File: src/rtl/core_biu_arb.sv
`default_nettype none
// ============================================================================
// Module : core_biu_arb
// Desc   : Single-outstanding arbiter sharing the memory port between IFU and LSU.
// Rev    : 1.0
// ============================================================================
module core_biu_arb #(
    parameter int AW         = 32,
    parameter int DW         = 32,
    parameter int STARVE_MAX = 4
) (
    input  logic              clk,
    input  logic              rst_n,

    input  logic              ifu_req_valid,
    output logic              ifu_req_ready,
    input  logic [AW-1:0]     ifu_req_addr,
    output logic              ifu_rsp_valid,
    output logic [DW-1:0]     ifu_rsp_data,
    input  logic              ifu_flush,

    input  logic              lsu_req_valid,
    output logic              lsu_req_ready,
    input  logic [AW-1:0]     lsu_req_addr,
    input  logic              lsu_req_wen,
    input  logic [DW-1:0]     lsu_req_wdata,
    input  logic [DW/8-1:0]   lsu_req_wmask,
    output logic              lsu_rsp_valid,
    output logic [DW-1:0]     lsu_rsp_data,

    output logic              mem_req_valid,
    input  logic              mem_req_ready,
    output logic [AW-1:0]     mem_req_addr,
    output logic              mem_req_wen,
    output logic [DW-1:0]     mem_req_wdata,
    output logic [DW/8-1:0]   mem_req_wmask,
    input  logic              mem_rsp_valid,
    input  logic [DW-1:0]     mem_rsp_data,

    output logic              arb_busy
);

    typedef enum logic [1:0] {
        S_IDLE = 2'd0,
        S_REQ  = 2'd1,
        S_WAIT = 2'd2
    } state_t;

    localparam logic [3:0] C_STARVE_MAX = 4'(STARVE_MAX);

    state_t             r_state;
    logic               r_owner_lsu;
    logic               r_kill;
    logic [3:0]         r_starve_cnt;
    logic               r_mem_req_valid;
    logic [AW-1:0]      r_mem_req_addr;
    logic               r_mem_req_wen;
    logic [DW-1:0]      r_mem_req_wdata;
    logic [DW/8-1:0]    r_mem_req_wmask;

    logic w_idle;
    logic w_ifu_starved;
    logic w_lsu_grant;
    logic w_ifu_grant;
    logic w_rsp;

    assign w_idle        = (r_state == S_IDLE);
    assign w_ifu_starved = ifu_req_valid && (r_starve_cnt == C_STARVE_MAX);
    // rst_n gating keeps the ready outputs low while reset is held
    assign w_lsu_grant   = rst_n && w_idle && lsu_req_valid && !w_ifu_starved;
    assign w_ifu_grant   = rst_n && w_idle && !w_lsu_grant && ifu_req_valid && !ifu_flush;
    assign w_rsp         = (r_state == S_WAIT) && mem_rsp_valid;

    assign lsu_req_ready = w_lsu_grant;
    assign ifu_req_ready = w_ifu_grant;

    assign ifu_rsp_valid = w_rsp && !r_owner_lsu && !r_kill && !ifu_flush;
    assign lsu_rsp_valid = w_rsp && r_owner_lsu;
    assign ifu_rsp_data  = ifu_rsp_valid ? mem_rsp_data : '0;
    assign lsu_rsp_data  = lsu_rsp_valid ? mem_rsp_data : '0;

    assign mem_req_valid = r_mem_req_valid;
    assign mem_req_addr  = r_mem_req_addr;
    assign mem_req_wen   = r_mem_req_wen;
    assign mem_req_wdata = r_mem_req_wdata;
    assign mem_req_wmask = r_mem_req_wmask;
    assign arb_busy      = !w_idle;

    always_ff @(posedge clk or negedge rst_n) begin
        if (!rst_n) begin
            r_state         <= S_IDLE;
            r_owner_lsu     <= 1'b0;
            r_kill          <= 1'b0;
            r_starve_cnt    <= 4'd0;
            r_mem_req_valid <= 1'b0;
            r_mem_req_addr  <= '0;
            r_mem_req_wen   <= 1'b0;
            r_mem_req_wdata <= '0;
            r_mem_req_wmask <= '0;
        end else begin
            case (r_state)
                S_IDLE: begin
                    if (w_lsu_grant || w_ifu_grant) begin
                        r_state         <= S_REQ;
                        r_owner_lsu     <= w_lsu_grant;
                        r_mem_req_valid <= 1'b1;
                        r_mem_req_addr  <= w_lsu_grant ? lsu_req_addr : ifu_req_addr;
                        r_mem_req_wen   <= w_lsu_grant && lsu_req_wen;
                        r_mem_req_wdata <= w_lsu_grant ? lsu_req_wdata : '0;
                        r_mem_req_wmask <= w_lsu_grant ? lsu_req_wmask : '0;
                    end
                end
                S_REQ: begin
                    if (mem_req_ready) begin
                        r_state         <= S_WAIT;
                        r_mem_req_valid <= 1'b0;
                    end
                end
                S_WAIT: begin
                    if (mem_rsp_valid) begin
                        r_state <= S_IDLE;
                    end
                end
                default: begin
                    r_state         <= S_IDLE;
                    r_mem_req_valid <= 1'b0;
                end
            endcase

            // A killed fetch still completes on the memory side; only its response is dropped
            if (w_rsp) begin
                r_kill <= 1'b0;
            end else if (!w_idle && !r_owner_lsu && ifu_flush) begin
                r_kill <= 1'b1;
            end

            if (w_lsu_grant) begin
                if (!ifu_req_valid) begin
                    r_starve_cnt <= 4'd0;
                end else if (r_starve_cnt != C_STARVE_MAX) begin
                    r_starve_cnt <= r_starve_cnt + 4'd1;
                end
            end else if (w_ifu_grant) begin
                r_starve_cnt <= 4'd0;
            end
        end
    end

endmodule
`default_nettype wire
File: config.mk
export PLATFORM = sky130hd
export DESIGN_NAME = core_biu_arb
export DESIGN_NICKNAME = d
export VERILOG_FILES = /design/src/rtl/core_biu_arb.sv
export SDC_FILE = /design/constraint.sdc
export NUM_CORES = 1
export LEC_CHECK = 0
export CAP_MARGIN = 0
export CORE_ASPECT_RATIO = 0.9
export CORE_UTILIZATION = 38
export CTS_CLUSTER_DIAMETER = 60
export DETAILED_ROUTE_END_ITERATION = 10
export PLACE_DENSITY_LB_ADDON = 0.3
export SLEW_MARGIN = 20
export SYNTH_ARGS = -nofsm -noshare
export SYNTH_HDL_FRONTEND = slang
export SYNTH_SLANG_ARGS = --single-unit
File: constraint.sdc
create_clock -name clk -period 2.2 [get_ports clk]
set_input_delay 0.55 -clock clk [delete_from_list [all_inputs] [get_ports clk]]
set_output_delay 0.55 -clock clk [all_outputs]
set_load 0.005 [all_outputs]
==> flow_summary.toml <==
[worst_hold_path]
hold_class = "in -> async"

[worst_setup_path]
cpPeakStageDelay_ps = 380
r2r_start = "r_state[0]$_DFFE_PN0P_"
critPathSlowestCell = "dfrtp_1"
r2r-end = "mem_req_addr[0]$_DFFE_PN0P_"
cp.required_ps = 1650
cp-end-kind = "output pin"
cpLargestDelayFamily = "simple AND/OR/NAND/NOR gates"
cp.arrival_ps = 1820
path_class = "reg -> out"
cp-start-kind = "flip-flop"
ff2ff_path_depth = 7
r2r_slack_ps = 220
path_buf_inv = 3
crit_fanout = 16
crit_chain = "or3_4 > nor3_4 > buf_6 > buf_8 > and2_1 > clkdlybuf4s15_2"

[detailed_routing]
vias = 5240
vias_per_cell = 5.65
ant_nets = 0
drt_iter0_markers = 517
wl_per_cell_um = 19.4
firstDrtPassIters = 8
drt-total-wl_um = 18000
drc = 0

[synth]
yosys-top-cells-count = "78 x dfrtp_1, 70 x nand4_1, 64 x and2_1, 50 x o21ai_0, 39 x inv_1"
synth.most_common_cell = "dfrtp_1"
ys_warn_count = 0
synth_top_area_share_pct = 43.4
synth_top_flop_cell = "dfrtp_1"
synth-simple-area-share_pct = 23.2
ys_types = 39
synth_area_leaders = "dfrtp_1 43%, nand4_1 9.7%, and2_1 8.9%"
ys_ff_latch = 78
synthMuxAreaShare_pct = 0.223
async_flop_share_pct = 100
yosys.area_share.xor_xnor_pct = 0
syn_area_per_cell_sq_um = 9.06
syn_area_sq_um = 4490
synthCells = 496
synth_nets = 638
synth_compound_area_share_pct = 22.5
synth_top_family_by_area = "simple AND/OR/NAND/NOR gates"
yosysSeqAreaShare_pct = 43.4
synthAdderAreaFrac_pct = 0.557
synth_top_cell_by_area = "dfrtp_1"
synth_edf_count = 0

[timing]
rsz0062_at_grt = "yes"
finalSetupViolCount = 36
fin_tns_setup_ps = -3200
fin_crit_sh_pct = 108
layout_min_cycle_time_ps = 2370
fin_skew_ps = 7.81
worstMarginPinSlew_ps = 1110
worst_slack_ps = -166
timing.fmax_mhz = 423
max_slew_margin_pct = 26.2
drv_slew = 0
finalHoldViolations = 0

[global_routing]
grt_antenna_before_repair = 0
grt_max_degree = 86
grt_overflow = 0
grt_pass1_wl_um = 27100
grt_use_total_pct = 28.3
grt_pass1_vias = 5022

[outcome]
violations = "setup timing"
outcome = "finished with violations"

[clocking]
htreeDepth = 3
cts_tree = "built"
clock_sinks = 78
clk_pin_slew_ps = 60
clk_path_buf_depth = 2
cts_buffers = 9
root_buffer = "clkbuf_16"
clock_latency_ps = 330
hold_buffers = 0

[layout]
nNetsFinal = 909
fillerInstances = 956
layout-drive-gt1-share_pct = 22.5
fin_cells = 928
multi_input_area_sq_um = 2190
diodes = 0
syn_to_final_growth_pct = 76.0
regArea_sq_um = 1950
postLayoutCoreUtil_pct = 68.9

[power_and_ir_drop]
power.leakage_uw = 0.00337
ir_drop_mv = 0.517
finalPower_uw = 8110
power_density_nw_per_um2 = 1030

[die]
die_area_sq_um = 12300
core_region_area_sq_um = 11500
io-pin-count = 279
start_util_pct = 39.1
die_x_um = 117
fp-row-count = 37
fp.dieH_um = 105

[place]
io_buffers = 278
detailedPlace.worstSlack_ps = -768
globalplace.congestion = 0.816
dp.cells = 895
hpwlAfterDp_um = 11900

[flow_run]
drv_cap = 0
-- how the worst max path moves through the flow --
stage                             to  slack (ps)                     from  cells past startpoint
floorplan           ifu_rsp_data[10]         180                ifu_flush                      4
global placement    ifu_rsp_data[29]        -660                ifu_flush                      6
detailed placement  ifu_rsp_data[19]        -770                ifu_flush                      6
CTS                  ifu_rsp_data[3]        -300  r_owner_lsu$_DFFE_PN0P_                      7
global route        ifu_rsp_data[18]        -250       r_kill$_DFFE_PN0P_                      6
finish              ifu_rsp_data[18]        -170       r_kill$_DFFE_PN0P_                      6
-- cells by family after synthesis --
kind of cell,count (synthesis)
muxes,1
buffers and inverters,104
DFF,78
AOI/OAI and AO/OA,150
adders and majority gates,2
and+or+nand+nor,161
-- registers in the layout (all words and copies together) (netlist names) --
| signal | count |
|---|---|
| mem_req_addr | 32 |
| mem_req_valid | 1 |
| mem_req_wdata | 32 |
| mem_req_wen | 1 |
| mem_req_wmask | 4 |
| r_kill | 1 |
| r_owner_lsu | 1 |
| r_starve_cnt | 4 |
| r_state | 2 |
-- layout by cell type, fill, tap and decap left out, types with 2 or more instances in the layout --
cell type / n
a21oi_1: 2
and2_1: 35
and2_4: 29
buf_12: 4
buf_2: 32
buf_4: 28
buf_6: 37
buf_8: 3
bufinv_16: 3
clkbuf_16: 9
clkbuf_2: 9
clkdlybuf4s15_2: 2
clkdlybuf4s50_1: 204
clkinv_4: 2
dfrtp_1: 76
dfrtp_2: 2
dlygate4sd2_1: 3
ha_1: 2
inv_1: 39
nand2_1: 3
nand2b_1: 3
nand3_1: 3
nand4_1: 70
nor2b_1: 3
nor3_4: 2
o2111ai_1: 32
o21ai_0: 50
o21ai_1: 27
o311ai_0: 4
o311ai_1: 29
o32ai_1: 2
-- final cells by class --
type,count,area share (%)
repair buffers,324,38.8
multi-input cells,314,27.7
flip-flops and latches,78,24.7
clock buffers,9,2.85
well taps,156,2.47
inverters,40,1.90
clock inverters,7,1.54
-- routing by layer --
| metal | up-vias | wire [um] | global-route usage [%] | part of all wire [%] |
|---|---|---|---|---|
| met3 | 39 | 1510 | 7.02 | 8.4 |
| met2 | 276 | 8780 | 46.3 | 49 |
| li1 | 2396 | - | - | - |
| met5 | - | 0 | 0 | 0 |
| met4 | 0 | 459 | 9.95 | 2.6 |
| met1 | 2529 | 7230 | 35.9 | 40 |
-- worst min-delay path, cell delays in order --
cell	delay, ps
buf_4	80
buf_4	100
buf_6	530
-- per-stage QoR --
step	area, sq um	hold slack (ps)
2_1_floorplan	4490	254
3_3_place_gp	7460	479
3_5_place_dp	7460	495
4_1_cts	7920	509
5_1_grt	7910	511
6_report	7910	438
-- where the power goes --
| part | switching (uW) | internal [uW] | leakage, uW |
|---|---|---|---|
| Combinational | 1710 | 2160 | 0.00221 |
| Sequential | 399 | 2100 | 0.000986 |
| Clock | 630 | 1120 | 0.000170 |
-- timing repair --
action | 4_1_cts | 5_1_grt
setup buffers | 9 | 8
gates cloned | 3 | 3
endpoints found under the setup margin | 69 | 70
pin swaps | 12 | 5
gates resized for setup | 249 | 98
(Power assumes the default switching activity.)
==> edit 1 (same settings) <==
Re-encode `state_t` (3 states) as one-hot, 3 bits wide.
--- a/src/rtl/core_biu_arb.sv
+++ b/src/rtl/core_biu_arb.sv
@@ -40,10 +40,10 @@
     output logic              arb_busy
 );
 
-    typedef enum logic [1:0] {
-        S_IDLE = 2'd0,
-        S_REQ  = 2'd1,
-        S_WAIT = 2'd2
+    typedef enum logic [2:0] {
+        S_IDLE = 3'b001,
+        S_REQ  = 3'b010,
+        S_WAIT = 3'b100
     } state_t;
 
     localparam logic [3:0] C_STARVE_MAX = 4'(STARVE_MAX);
Behaviour: no difference found for any inputs over 10 cycles, from zero or initial values and one cycle with rst_n low; not proved beyond that.
==> edit 1 against the original RTL <==
The run still ends with setup timing left; combinational power decreased by 28%; hold slack got worse by 0.28 ns; cell area fell by 7.5%; first-iteration DRC count down 52%; setup slack got worse by 0.035 ns; count of clock-buffer cells in the layout grew 2; wire length down 17%; power fell by 18%; area after synthesis fell by 13%; clock power shrank 20%; synthesized cell count decreased by 22%; sequential cell count is 1 higher; register-to-register slack worse by 0.12 ns; via count is 20% lower; largest cell class unchanged.
==> edit 1: results (changes against the original RTL) <==
qor: routing.met2RoutedLength 7450 microns [-15%]
qor: grt.grt.total_usage 0.266 [-0.0164]
qor: routing.routed_via_density 5.20 [-7.9%]
qor: run_status.status finished with violations
qor: power.power.switching_fraction 0.305 [-0.0330]
qor: timing.report.final.setup_viol 50 [+39%]
qor: setup_path.crit_path_top_delay_cell sky130_fd_sc_hd__dfrtp_1
qor: grt.groute.layer.met3.usage 0.0734 [+0.00325]
qor: setup_path.crit_path_max_fanout 8 [-8]
qor: setup_path.max_incr_delay_on_cp 0.40 ns [+0.02 ns]
qor: timing.timing.clock.skew 0.00624 ns [-0.00157 ns]
qor: logic_synthesis.main_area_contributors_after_synthesis sky130_fd_sc_hd__dfrtp_1 (50%), sky130_fd_sc_hd__a22o_1 (8.5%), sky130_fd_sc_hd__nor3_1 (8.2%)
qor: grt.via_count_of_the_first_global_routing_pass 4194 [-16%]
qor: logic_synthesis.synth_nets 531 [-17%]
qor: routing.drt_iter0_markers 248 [-52%]
qor: grt.grt_max_degree 51 [-41%]
qor: logic_synthesis.synthXorXnorAreaFrac 0.00224 [+0.00224]
qor: run_status.violated_checks setup timing
qor: grt.antenna_found_initial 0 [unchanged]
qor: timing.relSlewSlack 0.601 [+0.339]
qor: place.place.gp.congestion 0.820 [+0.50%]
qor: power.comb-power 2.79 mW [-28%]
qor: place.hpwl 10200 microns [-14%]
qor: power.post-layout-total-power 6.63 mW [-18%]
qor: grt.use_met1 0.341 [-0.0179]
qor: grt.grt_pass1_wl 22100 microns [-18%]
qor: place.placed_area 0.00686 sq mm [-8.1%]
qor: power.leakagePower 3.45 nW [+2.4%]
qor: logic_synthesis.post_synthesis_compound_gate_area_fraction 0.168 [-0.0569]
qor: logic_synthesis.post_synth_fa_ha_maj_area_fraction 0.00639 [+0.000824]
qor: finish.final_layout_size_suffix_gt1_frac 0.211 [-0.0139]
qor: routing.metal3_wl 1320 microns [-12%]
qor: logic_synthesis.synth_warnings 0 [unchanged]
qor: timing.fin_tns_setup -6.53 ns [-3.33 ns]
qor: clock_tree.clk_transition_reported_paths 0.06 ns [about the same]
qor: power.power.share.clock 0.211 [-0.004]
qor: logic_synthesis.synth_sequential_area_ratio 0.505 [+0.0710]
qor: finish.nNetsFinal 818 [-10%]
qor: grt.grt_use_met2 0.444 [-0.0191]
qor: timing.final_critical_path_setup_slack -0.201 ns [-0.0347 ns]
qor: routing.m1WireLength 5990 microns [-17%]
qor: logic_synthesis.synth_unique_cells 37 [-5.1%]
qor: routing.detail_route.wl_per_cell 18.6 microns [-4.1%]
qor: power.power.ir.vdd_worst 0.637 mV [+23%]
qor: routing.drt-pass1-iter-count 4 [-4]
qor: logic_synthesis.synth.top_cells.by_count sky130_fd_sc_hd__dfrtp_1 (78), sky130_fd_sc_hd__nor3_1 (64), sky130_fd_sc_hd__a22o_1 (38)
[edit 1: final timing paths]
path / startpoint / to / slack, ns / depth (start not counted)
hold reg to reg: mem_req_valid / mem_req_valid / 0.48 / 1
max in group asynchronous: rst_n / mem_req_addr[25] / 1.41 / 2
setup / recovery: r_state[1] / ifu_rsp_data[19] / -0.20 / 6
hold / removal: rst_n / mem_req_addr[29] / 0.16 / 2
min in group clk: mem_req_valid / mem_req_valid / 0.48 / 1
setup reg to reg: r_state[0] / mem_req_wdata[14] / 0.10 / 7
[edit 1: timing repair]
item,4_1_cts,5_1_grt
endpoints found under the setup margin,69,70
buffers inserted,9,5
cloned,4,0
gates resized for setup,299,36
hold buffers,0,0
pin swaps,29,5
[edit 1: metrics by stage]
stage / std cells / worst slack, ns
floorplan: 389 / 0.0759
global placement: 780 / -0.701
detailed placement: 780 / -0.779
CTS: 807 / -0.290
global route: 807 / -0.255
finish: 807 / -0.201
[edit 1: worst reg2reg max path: stages (launching register included)]
cell and delay [ns]:
sky130_fd_sc_hd__dfstp_2 0.55, sky130_fd_sc_hd__buf_6 0.10, sky130_fd_sc_hd__or3b_4 0.37, sky130_fd_sc_hd__or2_4 0.27, sky130_fd_sc_hd__nor2_8 0.11, sky130_fd_sc_hd__buf_4 0.12, sky130_fd_sc_hd__buf_6 0.28, sky130_fd_sc_hd__a22o_1 0.22
[edit 1: final cells by class]
class / instances / area (sq um)
Inverter: 36 / 135
Tap cell: 126 / 158
Multi-Input combinational cell: 239 / 1710
Clock buffer: 11 / 243
Clock inverter: 5 / 41.3
Fill cell: 712 / 2520
Timing Repair Buffer: 311 / 3050
Sequential cell: 79 / 1980
==> edit 2 (same settings) <==
Made on the original files. Set the parameter `AW` to 64 (it was 32).
--- a/src/rtl/core_biu_arb.sv
+++ b/src/rtl/core_biu_arb.sv
@@ -5,7 +5,7 @@
 // Rev    : 1.0
 // ============================================================================
 module core_biu_arb #(
-    parameter int AW         = 32,
+    parameter int AW         = 64,
     parameter int DW         = 32,
     parameter int STARVE_MAX = 4
 ) (
Ports: changed (resized ifu_req_addr, lsu_req_addr and mem_req_addr); port bits go from 279 to 375. No check against the original RTL was run, so the function may have changed too.
==> edit 2 against the original RTL <==
The run still ends with setup timing left; first-iteration DRC count up 14%; largest power group unchanged; wire length grew 50%; cell area is 40% higher; clock skew up 0.0024 ns; core utilization is 0.44 points lower; area after synthesis is 40% higher; global-route usage up 1.4 points; setup slack lost 0.10 ns; sequential share of layout area up 0.16 points; power grew 30%; synthesized cell count increased by 39%; sequential cell count rose by 32.
==> edit 2: results (changes against the original RTL) <==
qor: run_status.violated_checks setup timing
qor: logic_synthesis.post_synthesis_compound_gate_area_fraction 0.250 [+0.0254]
qor: routing.routed_via_density 5.87 [+4.0%]
qor: routing.drt_iter0_markers 589 [+14%]
qor: setup_path.crit_path_max_fanout 7 [-9]
qor: clock_tree.clk-insertion-delay-late 0.36 ns [+0.03 ns]
qor: run_status.status finished with violations
qor: grt.grt_use_met2 0.507 [+0.0434]
qor: place.hpwl 17500 microns [+48%]
qor: setup_path.worst_ep_arrival_time 1.92 ns [+0.10 ns]
qor: timing.report.final.setup_viol 53 [+47%]
qor: logic_synthesis.synth_unique_cells 43 [+10%]
qor: grt.antenna_found_initial 4 [+4]
qor: place.dpl_worst_slack -0.747 ns [+0.0207 ns]
qor: routing.drt-pass1-iter-count 5 [-3]
qor: grt.grt_pass1_wl 38700 microns [+43%]
qor: setup_path.reg2regPathDepth 5 [-2]
qor: routing.met2RoutedLength 13400 microns [+53%]
qor: routing.m1WireLength 10100 microns [+40%]
qor: routing.finalWirelength 27000 microns [+50%]
qor: grt.grt_max_degree 109 [+27%]
qor: timing.final_critical_path_setup_slack -0.266 ns [-0.0996 ns]
qor: place.placedCellCount 1213 [+36%]
qor: finish.final.fill_count 1276 [+33%]
qor: place.number_of_buffers_added_on_ports 374 [+35%]
qor: logic_synthesis.synth_nets 893 [+40%]
## edit 2: cell type report
cell class / instances / area share
timing repair buffer: 448 / 0.403
multi-input combinational: 410 / 0.275
sequential: 110 / 0.249
inverter: 71 / 0.0245
tap: 207 / 0.0234
clock buffer: 11 / 0.0210
clock inverter: 5 / 0.00328
antenna: 4 / 0.000904
## edit 2: through the flow
| step | power, mW | instance area [sq um] | TNS, ns |
|---|---|---|---|
| final | 10.6 | 11100 | -6.86 |
| after global routing | 11.2 | 11100 | -10.32 |
| after detailed placement | 8.66 | 10300 | -50.23 |
| after CTS | 10.3 | 10700 | -8.45 |
| after floorplan | 5.54 | 6290 | 0 |
| after global placement | 8.56 | 10300 | -46.53 |
## edit 2: repair_timing
action,in CTS,in global routing
gates cloned,4,3
buffers inserted,14,17
resized for setup,252,174
setup endpoints to repair,71,68
pin swaps,16,12
## edit 2: where the power goes
part,switching [mW],total [mW],internal [mW]
combinational,2.47,5.54,3.06
clock,0.787,1.56,0.772
sequential,0.510,3.46,2.95
